### src/rtl/choose_select_ctrl.sv
// Two-player character-select sequencer: moves the grid cursor, locks picks, plays the
// acknowledge blink and reports both picks to the scene FSM.
module choose_select_ctrl #(
   parameter int unsigned BLINK_HALF    = 25_000_000,
   parameter int unsigned BLINK_TOGGLES = 6
) (
   input  logic       clk,
   input  logic       rst_n,
   input  logic       start,
   input  logic       btn_left,
   input  logic       btn_right,
   input  logic       btn_up,
   input  logic       btn_down,
   input  logic       btn_confirm,
   input  logic       btn_back,
   output logic [7:0] pokemon_id,
   output logic       frame_on,
   output logic [7:0] p1_id,
   output logic [7:0] p2_id,
   output logic       pick_valid,
   output logic       done,
   output logic [2:0] state_o
);

   localparam int unsigned HalfW = (BLINK_HALF > 1) ? $clog2(BLINK_HALF) : 1;
   localparam int unsigned TogW  = $clog2(BLINK_TOGGLES + 1);

   typedef enum logic [2:0] {
      StIdle  = 3'd0,
      StP1Sel = 3'd1,
      StP1Ack = 3'd2,
      StP2Sel = 3'd3,
      StP2Ack = 3'd4,
      StDone  = 3'd5
   } state_e;

   state_e            state_q, state_d;
   logic [7:0]        id_q, id_d;
   logic [7:0]        p1_q, p1_d;
   logic [7:0]        p2_q, p2_d;
   logic              frame_q, frame_d;
   logic              pv_q, pv_d;
   logic              done_q, done_d;
   logic [HalfW-1:0]  half_q, half_d;
   logic [TogW-1:0]   tog_q, tog_d;
   logic [6:0]        prev_q, prev_d;

   logic [6:0] btn_all;
   logic [6:0] edge_v;
   logic       e_start;
   logic       win_conf, win_back, win_left, win_right, win_up, win_down, win_move;
   logic [7:0] id_moved;

   assign btn_all = {start, btn_confirm, btn_back, btn_left, btn_right, btn_up, btn_down};
   assign edge_v  = btn_all & ~prev_q;
   assign e_start = edge_v[6];

   // Only the highest-priority button edge acts; the rest are dropped.
   assign win_conf  = edge_v[5];
   assign win_back  = edge_v[4] & ~edge_v[5];
   assign win_left  = edge_v[3] & ~|edge_v[5:4];
   assign win_right = edge_v[2] & ~|edge_v[5:3];
   assign win_up    = edge_v[1] & ~|edge_v[5:2];
   assign win_down  = edge_v[0] & ~|edge_v[5:1];
   assign win_move  = win_left | win_right | win_up | win_down;

   // Ids 1..8 map onto {row, col} of (id-1); id 8 has low bits 000 which also wraps correctly.
   function automatic logic [7:0] move_id(input logic [2:0] id_lo, input logic l, input logic r,
                                          input logic ud);
      logic [2:0] idx;
      logic [1:0] col;
      logic       row;
      idx = id_lo - 3'd1;
      col = idx[1:0];
      row = idx[2];
      if (l) begin
         col = col - 2'd1;
      end else if (r) begin
         col = col + 2'd1;
      end else if (ud) begin
         row = ~row;
      end
      return {5'd0, row, col} + 8'd1;
   endfunction

   assign id_moved = move_id(id_q[2:0], win_left, win_right, win_up | win_down);

   always_comb begin
      state_d = state_q;
      id_d    = id_q;
      p1_d    = p1_q;
      p2_d    = p2_q;
      frame_d = frame_q;
      pv_d    = 1'b0;
      done_d  = done_q;
      half_d  = half_q;
      tog_d   = tog_q;
      prev_d  = btn_all;

      unique case (state_q)
         StIdle: begin
            frame_d = 1'b0;
            if (e_start) begin
               state_d = StP1Sel;
               id_d    = 8'd1;
               frame_d = 1'b1;
            end
         end
         StP1Sel: begin
            if (win_conf) begin
               p1_d    = id_q;
               pv_d    = 1'b1;
               half_d  = '0;
               tog_d   = '0;
               state_d = StP1Ack;
            end else if (win_move) begin
               id_d = id_moved;
            end
         end
         StP1Ack, StP2Ack: begin
            if (half_q == HalfW'(BLINK_HALF - 1)) begin
               half_d  = '0;
               frame_d = ~frame_q;
               tog_d   = tog_q + TogW'(1);
               if (tog_q == TogW'(BLINK_TOGGLES - 1)) begin
                  tog_d = '0;
                  if (state_q == StP1Ack) begin
                     state_d = StP2Sel;
                     id_d    = (p1_q == 8'd8) ? 8'd1 : p1_q + 8'd1;
                  end else begin
                     state_d = StDone;
                     done_d  = 1'b1;
                     id_d    = p2_q;
                     frame_d = 1'b1;
                  end
               end
            end else begin
               half_d = half_q + HalfW'(1);
            end
         end
         StP2Sel: begin
            if (win_conf) begin
               if (id_q != p1_q) begin
                  p2_d    = id_q;
                  pv_d    = 1'b1;
                  half_d  = '0;
                  tog_d   = '0;
                  state_d = StP2Ack;
               end
            end else if (win_back) begin
               p1_d    = 8'd0;
               id_d    = p1_q;
               state_d = StP1Sel;
            end else if (win_move) begin
               id_d = id_moved;
            end
         end
         StDone: begin
            frame_d = 1'b1;
            done_d  = 1'b1;
            if (e_start) begin
               p1_d    = 8'd0;
               p2_d    = 8'd0;
               done_d  = 1'b0;
               id_d    = 8'd1;
               state_d = StP1Sel;
            end
         end
         default: begin
            state_d = StIdle;
         end
      endcase
   end

   always_ff @(posedge clk) begin
      if (!rst_n) begin
         state_q <= StIdle;
         id_q    <= 8'd1;
         p1_q    <= 8'd0;
         p2_q    <= 8'd0;
         frame_q <= 1'b0;
         pv_q    <= 1'b0;
         done_q  <= 1'b0;
         half_q  <= '0;
         tog_q   <= '0;
         prev_q  <= '1;
      end else begin
         state_q <= state_d;
         id_q    <= id_d;
         p1_q    <= p1_d;
         p2_q    <= p2_d;
         frame_q <= frame_d;
         pv_q    <= pv_d;
         done_q  <= done_d;
         half_q  <= half_d;
         tog_q   <= tog_d;
         prev_q  <= prev_d;
      end
   end

   assign pokemon_id = id_q;
   assign frame_on   = frame_q;
   assign p1_id      = p1_q;
   assign p2_id      = p2_q;
   assign pick_valid = pv_q;
   assign done       = done_q;
   assign state_o    = state_q;

endmodule
### config.mk
export PLATFORM = sky130hd
export DESIGN_NAME = choose_select_ctrl
export DESIGN_NICKNAME = d
export VERILOG_FILES = /design/src/rtl/choose_select_ctrl.sv
export SDC_FILE = /design/constraint.sdc
export NUM_CORES = 1
export LEC_CHECK = 0
export ABC_AREA = 1
export CELL_PAD_IN_SITES_DETAIL_PLACEMENT = 1
export CELL_PAD_IN_SITES_GLOBAL_PLACEMENT = 1
export CORE_UTILIZATION = 35
export DETAILED_ROUTE_END_ITERATION = 10
export PLACE_DENSITY = 0.68
export SLEW_MARGIN = 25
export SYNTH_ARGS = -nofsm -noshare
export SYNTH_HDL_FRONTEND = slang
export SYNTH_SLANG_ARGS = --single-unit
### constraint.sdc
create_clock -name clk -period 4.4 [get_ports clk]
set_input_delay 0.44 -clock clk [delete_from_list [all_inputs] [get_ports clk]]
set_output_delay 0.44 -clock clk [all_outputs]
set_load 0.005 [all_outputs]
==> PnR_summary.wiki <==
{| class="wikitable"
! Metric !! Value
|-
| Cell area power density || just under 600 nW/um^2
|-
| Die boundary width || 110 um
|-
| Initial standard-cell utilization of the core || 36.6%
|-
| Register-to-register path setup slack || approximately 1.7 ns
|-
| Share of post-route cells with drive strength above 1 || approximately 8%
|-
| Final Slew Violations || 0
|-
| Post-DR wirelength/cell || 16.0 um
|-
| Largest stage delay on the critical path || 0.52 ns
|-
| Number of rows created at floorplan || 38
|-
| Cell at the slowest stage of the critical path || sky130_fd_sc_hd__nor3_1
|-
| IO buf count || 38
|-
| Cells on worst reg2reg path || 8
|-
| Die height || between 100 and 150 um
|-
| Cell area after synthesis || 4060 um^2
|-
| Avg Synthesized Cell Area || between 6 and 7 um^2
|-
| Post-synthesis register bit count || 65
|-
| CTS-repair resized insts || 0
|-
| CTS HTree Levels || 3
|-
| Maximum frequency from static timing analysis || 0.369 GHz
|-
| Hold bufs inserted after CTS || 0
|-
| Peak supply drop || 0.255 mV
|-
| Placer's final routability congestion estimate || 0.868
|-
| Clock-pin slew of the registers on the worst-case setup and hold paths || 0.05 ns
|-
| GR Util All Layers || a little under a quarter
|-
| Number of global-route vias before repair || 4454
|-
| Final hold violation count || 0
|-
| Worst reg2reg path startpoint || half_q[0]$_SDFFE_PN0P_
|-
| Detailed-route DRC error count || 0
|-
| Layout overhead on the synthesized area || 20.0%
|-
| Required time worst endpoint || 4.58 ns
|-
| Hold Path End || done$_SDFFE_PN0P_
|-
| Chain of cells forming the critical path || ha_1 -> inv_1 -> nor3_1 -> inv_1 -> nor3_1 -> nand3_1 -> nand3_1 -> a21oi_1
|-
| CP Capture Type || flop
|-
| Crit path time final || 2.71 ns
|-
| Count of vias placed by the detailed router || 4305
|-
| Share of flip-flops with an asynchronous set or reset || 0%
|-
| Destination of the worst register-to-register timing path || half_q[16]$_SDFFE_PN0P_
|-
| Crit Path Category || flop to flop
|-
| Final cell count without fillers || just over 800
|-
| Part of the cycle the worst path needs || roughly three fifths
|-
| Arrival time at the worst endpoint || about 2.9 ns
|-
| Post-DP HPWL || 9.89 mm
|-
| Post-CTS Repair Setup Buffers || 0
|-
| Largest net degree at the start of global routing || 47
|-
| Unrepaired setup endpoints after global routing || false
|-
| Result of the run || finished, final reports clean
|-
| Critical hold path startpoint || done$_SDFFE_PN0P_
|-
| TritonCTS buffer count || 9
|-
| Cell type group with the largest total delay on the critical path || simple AND/OR/NAND/NOR gates
|-
| Share of synthesized area occupied by flip-flops and latches || approximately a third
|-
| Top flip-flop cell by instance count after synthesis || sky130_fd_sc_hd__dfxtp_1
|-
| Final Setup Violations || 0
|-
| Placed cells || 807
|-
| Drt first pass iters || 4
|-
| Setup TNS || 0 ns
|-
| Post-synth cell types || 36
|-
| Relative slew margins || 36.3%
|-
| Clock Skews || 0.00761 ns
|-
| Yosys Warn Count || 0
|-
| Max-cap violations || 0
|-
| First-pass GRT wire length || 21.7 mm
|-
| Post-Synthesis Net Count || 659
|-
| Clock latency on the worst-skew pair || 0.34 ns
|-
| Worst-path fanout max || 13
|-
| Antenna Violating Nets Remaining || 0
|-
| Die outline area || 12000 um^2
|-
| Clock root buffer || sky130_fd_sc_hd__clkbuf_16
|-
| Area of the placeable core || between 10000 and 15000 um^2
|-
| Detailed Route Iter0 Violations || 204
|-
| Storage element area || 1300 um^2
|-
| I/O pin count || 39
|-
| Worst setup SP type || flop
|-
| Leakage Power || slightly below 2 nW
|-
| Fin nets || about 690
|-
| Clk sinks || 65
|-
| Post-synth EDFFs || 0
|-
| Total length of routed wires || 13.2 mm
|-
| Routed via count divided by cell count || 5.23
|-
| Worst hold path stage count || 2
|-
| Post-Syn Instances || 645
|-
| Total grt overflow || 0
|-
| Worst slew pin tran || 0.956 ns
|-
| Power consumption || 2.89 mW
|-
| CTS tree || done
|-
| Type of the tightest min-delay check || flop to flop
|-
| Antenna violations before repair || 0
|-
| Footprint of the multi-input gates || 2380 um^2
|-
| Number of inserted diodes || 0
|-
| Buffer and inverter count on the worst path || 2
|-
| # fillers || 1488
|-
| Longest Clk Path Bufs || 2
|}
## worst reg2reg max path, delay by kind of cell (launching register included)
| kind | cells | cell delay (ns) |
|---|---|---|
| flops | 1 | 0.43 |
| simple gates | 4 | 1.49 |
| buf+inv | 2 | 0.26 |
| compound gates | 1 | 0.09 |
| fa+ha+maj | 1 | 0.28 |
## how the worst max path moves through the flow
stage,from,end,slack [ns],cells past startpoint
global route,state_o[2]$_SDFFE_PN0P_,half_q[2]$_SDFFE_PN0P_,1.40,9
detailed placement,state_o[2]$_SDFFE_PN0P_,half_q[2]$_SDFFE_PN0P_,1.35,9
floorplan,half_q[0]$_SDFFE_PN0P_,half_q[22]$_SDFFE_PN0P_,2.69,9
CTS,state_o[2]$_SDFFE_PN0P_,half_q[2]$_SDFFE_PN0P_,1.32,9
finish,half_q[0]$_SDFFE_PN0P_,half_q[16]$_SDFFE_PN0P_,1.69,8
global placement,state_o[2]$_SDFFE_PN0P_,half_q[2]$_SDFFE_PN0P_,1.51,9
## power breakdown
group	total [mW]	internal (mW)	switching (mW)	leakage (nW)
sequential	0.796	0.668	0.127	0.528
clock	0.788	0.516	0.271	0.162
combinational	1.31	0.434	0.875	1.25
## cell usage in the layout (no fill, tap or decap), drive strengths merged, types with 17 or more instances in the layout
cell | synthesis | layout
nor3 | 17 | 17
dfxtp | 65 | 65
clkdlybuf4s50 | 0 | 38
nor2 | 68 | 68
a21oi | 57 | 57
inv | 79 | 79
nand2 | 185 | 185
o21ai | 29 | 29
nand4 | 21 | 21
nand3 | 52 | 52
## cells in the mapped netlist, types with 4 or more instances
library cell | count | share of area [%]
sky130_fd_sc_hd__nand2_1 | 181 | 17
sky130_fd_sc_hd__inv_1 | 67 | 6.2
sky130_fd_sc_hd__nor2_1 | 67 | 6.2
sky130_fd_sc_hd__dfxtp_1 | 65 | 32
sky130_fd_sc_hd__a21oi_1 | 56 | 6.9
sky130_fd_sc_hd__nand3_1 | 47 | 5.8
sky130_fd_sc_hd__o21ai_0 | 24 | 3.0
sky130_fd_sc_hd__nand4_1 | 21 | 3.2
sky130_fd_sc_hd__nor3_1 | 17 | 2.1
sky130_fd_sc_hd__inv_2 | 12 | 1.1
sky130_fd_sc_hd__xor2_1 | 9 | 1.9
sky130_fd_sc_hd__a211oi_2 | 8 | 2.5
sky130_fd_sc_hd__buf_2 | 8 | 0.99
sky130_fd_sc_hd__or2_2 | 8 | 1.2
sky130_fd_sc_hd__xnor2_1 | 8 | 1.7
sky130_fd_sc_hd__clkbuf_1 | 5 | 0.46
sky130_fd_sc_hd__ha_1 | 5 | 1.5
sky130_fd_sc_hd__nand3_2 | 5 | 1.2
sky130_fd_sc_hd__o21ai_1 | 5 | 0.62
sky130_fd_sc_hd__nand2_2 | 4 | 0.62
sky130_fd_sc_hd__nand3b_1 | 4 | 0.74
## flip-flops by register name, summed over array words and instances (netlist names)
| name | cells |
|---|---|
| prev_q | 7 |
| p2_id | 8 |
| half_q | 25 |
| done | 1 |
| tog_q | 3 |
| state_o | 3 |
| pokemon_id | 8 |
| frame_on | 1 |
| p1_id | 8 |
| pick_valid | 1 |
## final cells by class
class                      count  share of cell area, %
timing repair buffer          38                   7.81
sequential                    65                   26.7
clock inverter                 1                  0.617
multi-input combinational    484                   49.0
inverter                      80                   6.17
tap                          140                   3.60
clock buffer                  15                   6.12
## per-stage QoR
stage                     worst slack [ns]  util [%]  hold slack, ns  area, um^2
after floorplan                       2.69         -           0.458        4060
after global placement                1.51      41.0           0.463        4540
after detailed placement              1.35      41.0           0.469        4540
after CTS                             1.32      43.9           0.476        4870
after global routing                  1.40      43.9           0.507        4870
final                                 1.69      43.9           0.470        4870
## kinds of logic after synthesis
logic type	after synthesis	synth area share (%)
AOI/OAI and AO/OA	105	15.1
xor gates and xnor gates	17	3.67
adders and majority gates	5	1.54
buffers and inverters	96	9.25
DFF	65	32.1
and+or+nand+nor	357	38.4
## layer usage
layer	global-route usage [%]	vias up	share of wire, %
met5	0	-	0
met3	4.92	26	2.4
met4	10.8	0	3.2
met2	44.1	64	52
li1	-	2175	-
met1	26.0	2040	43
Power figures use the tool's default switching activity.
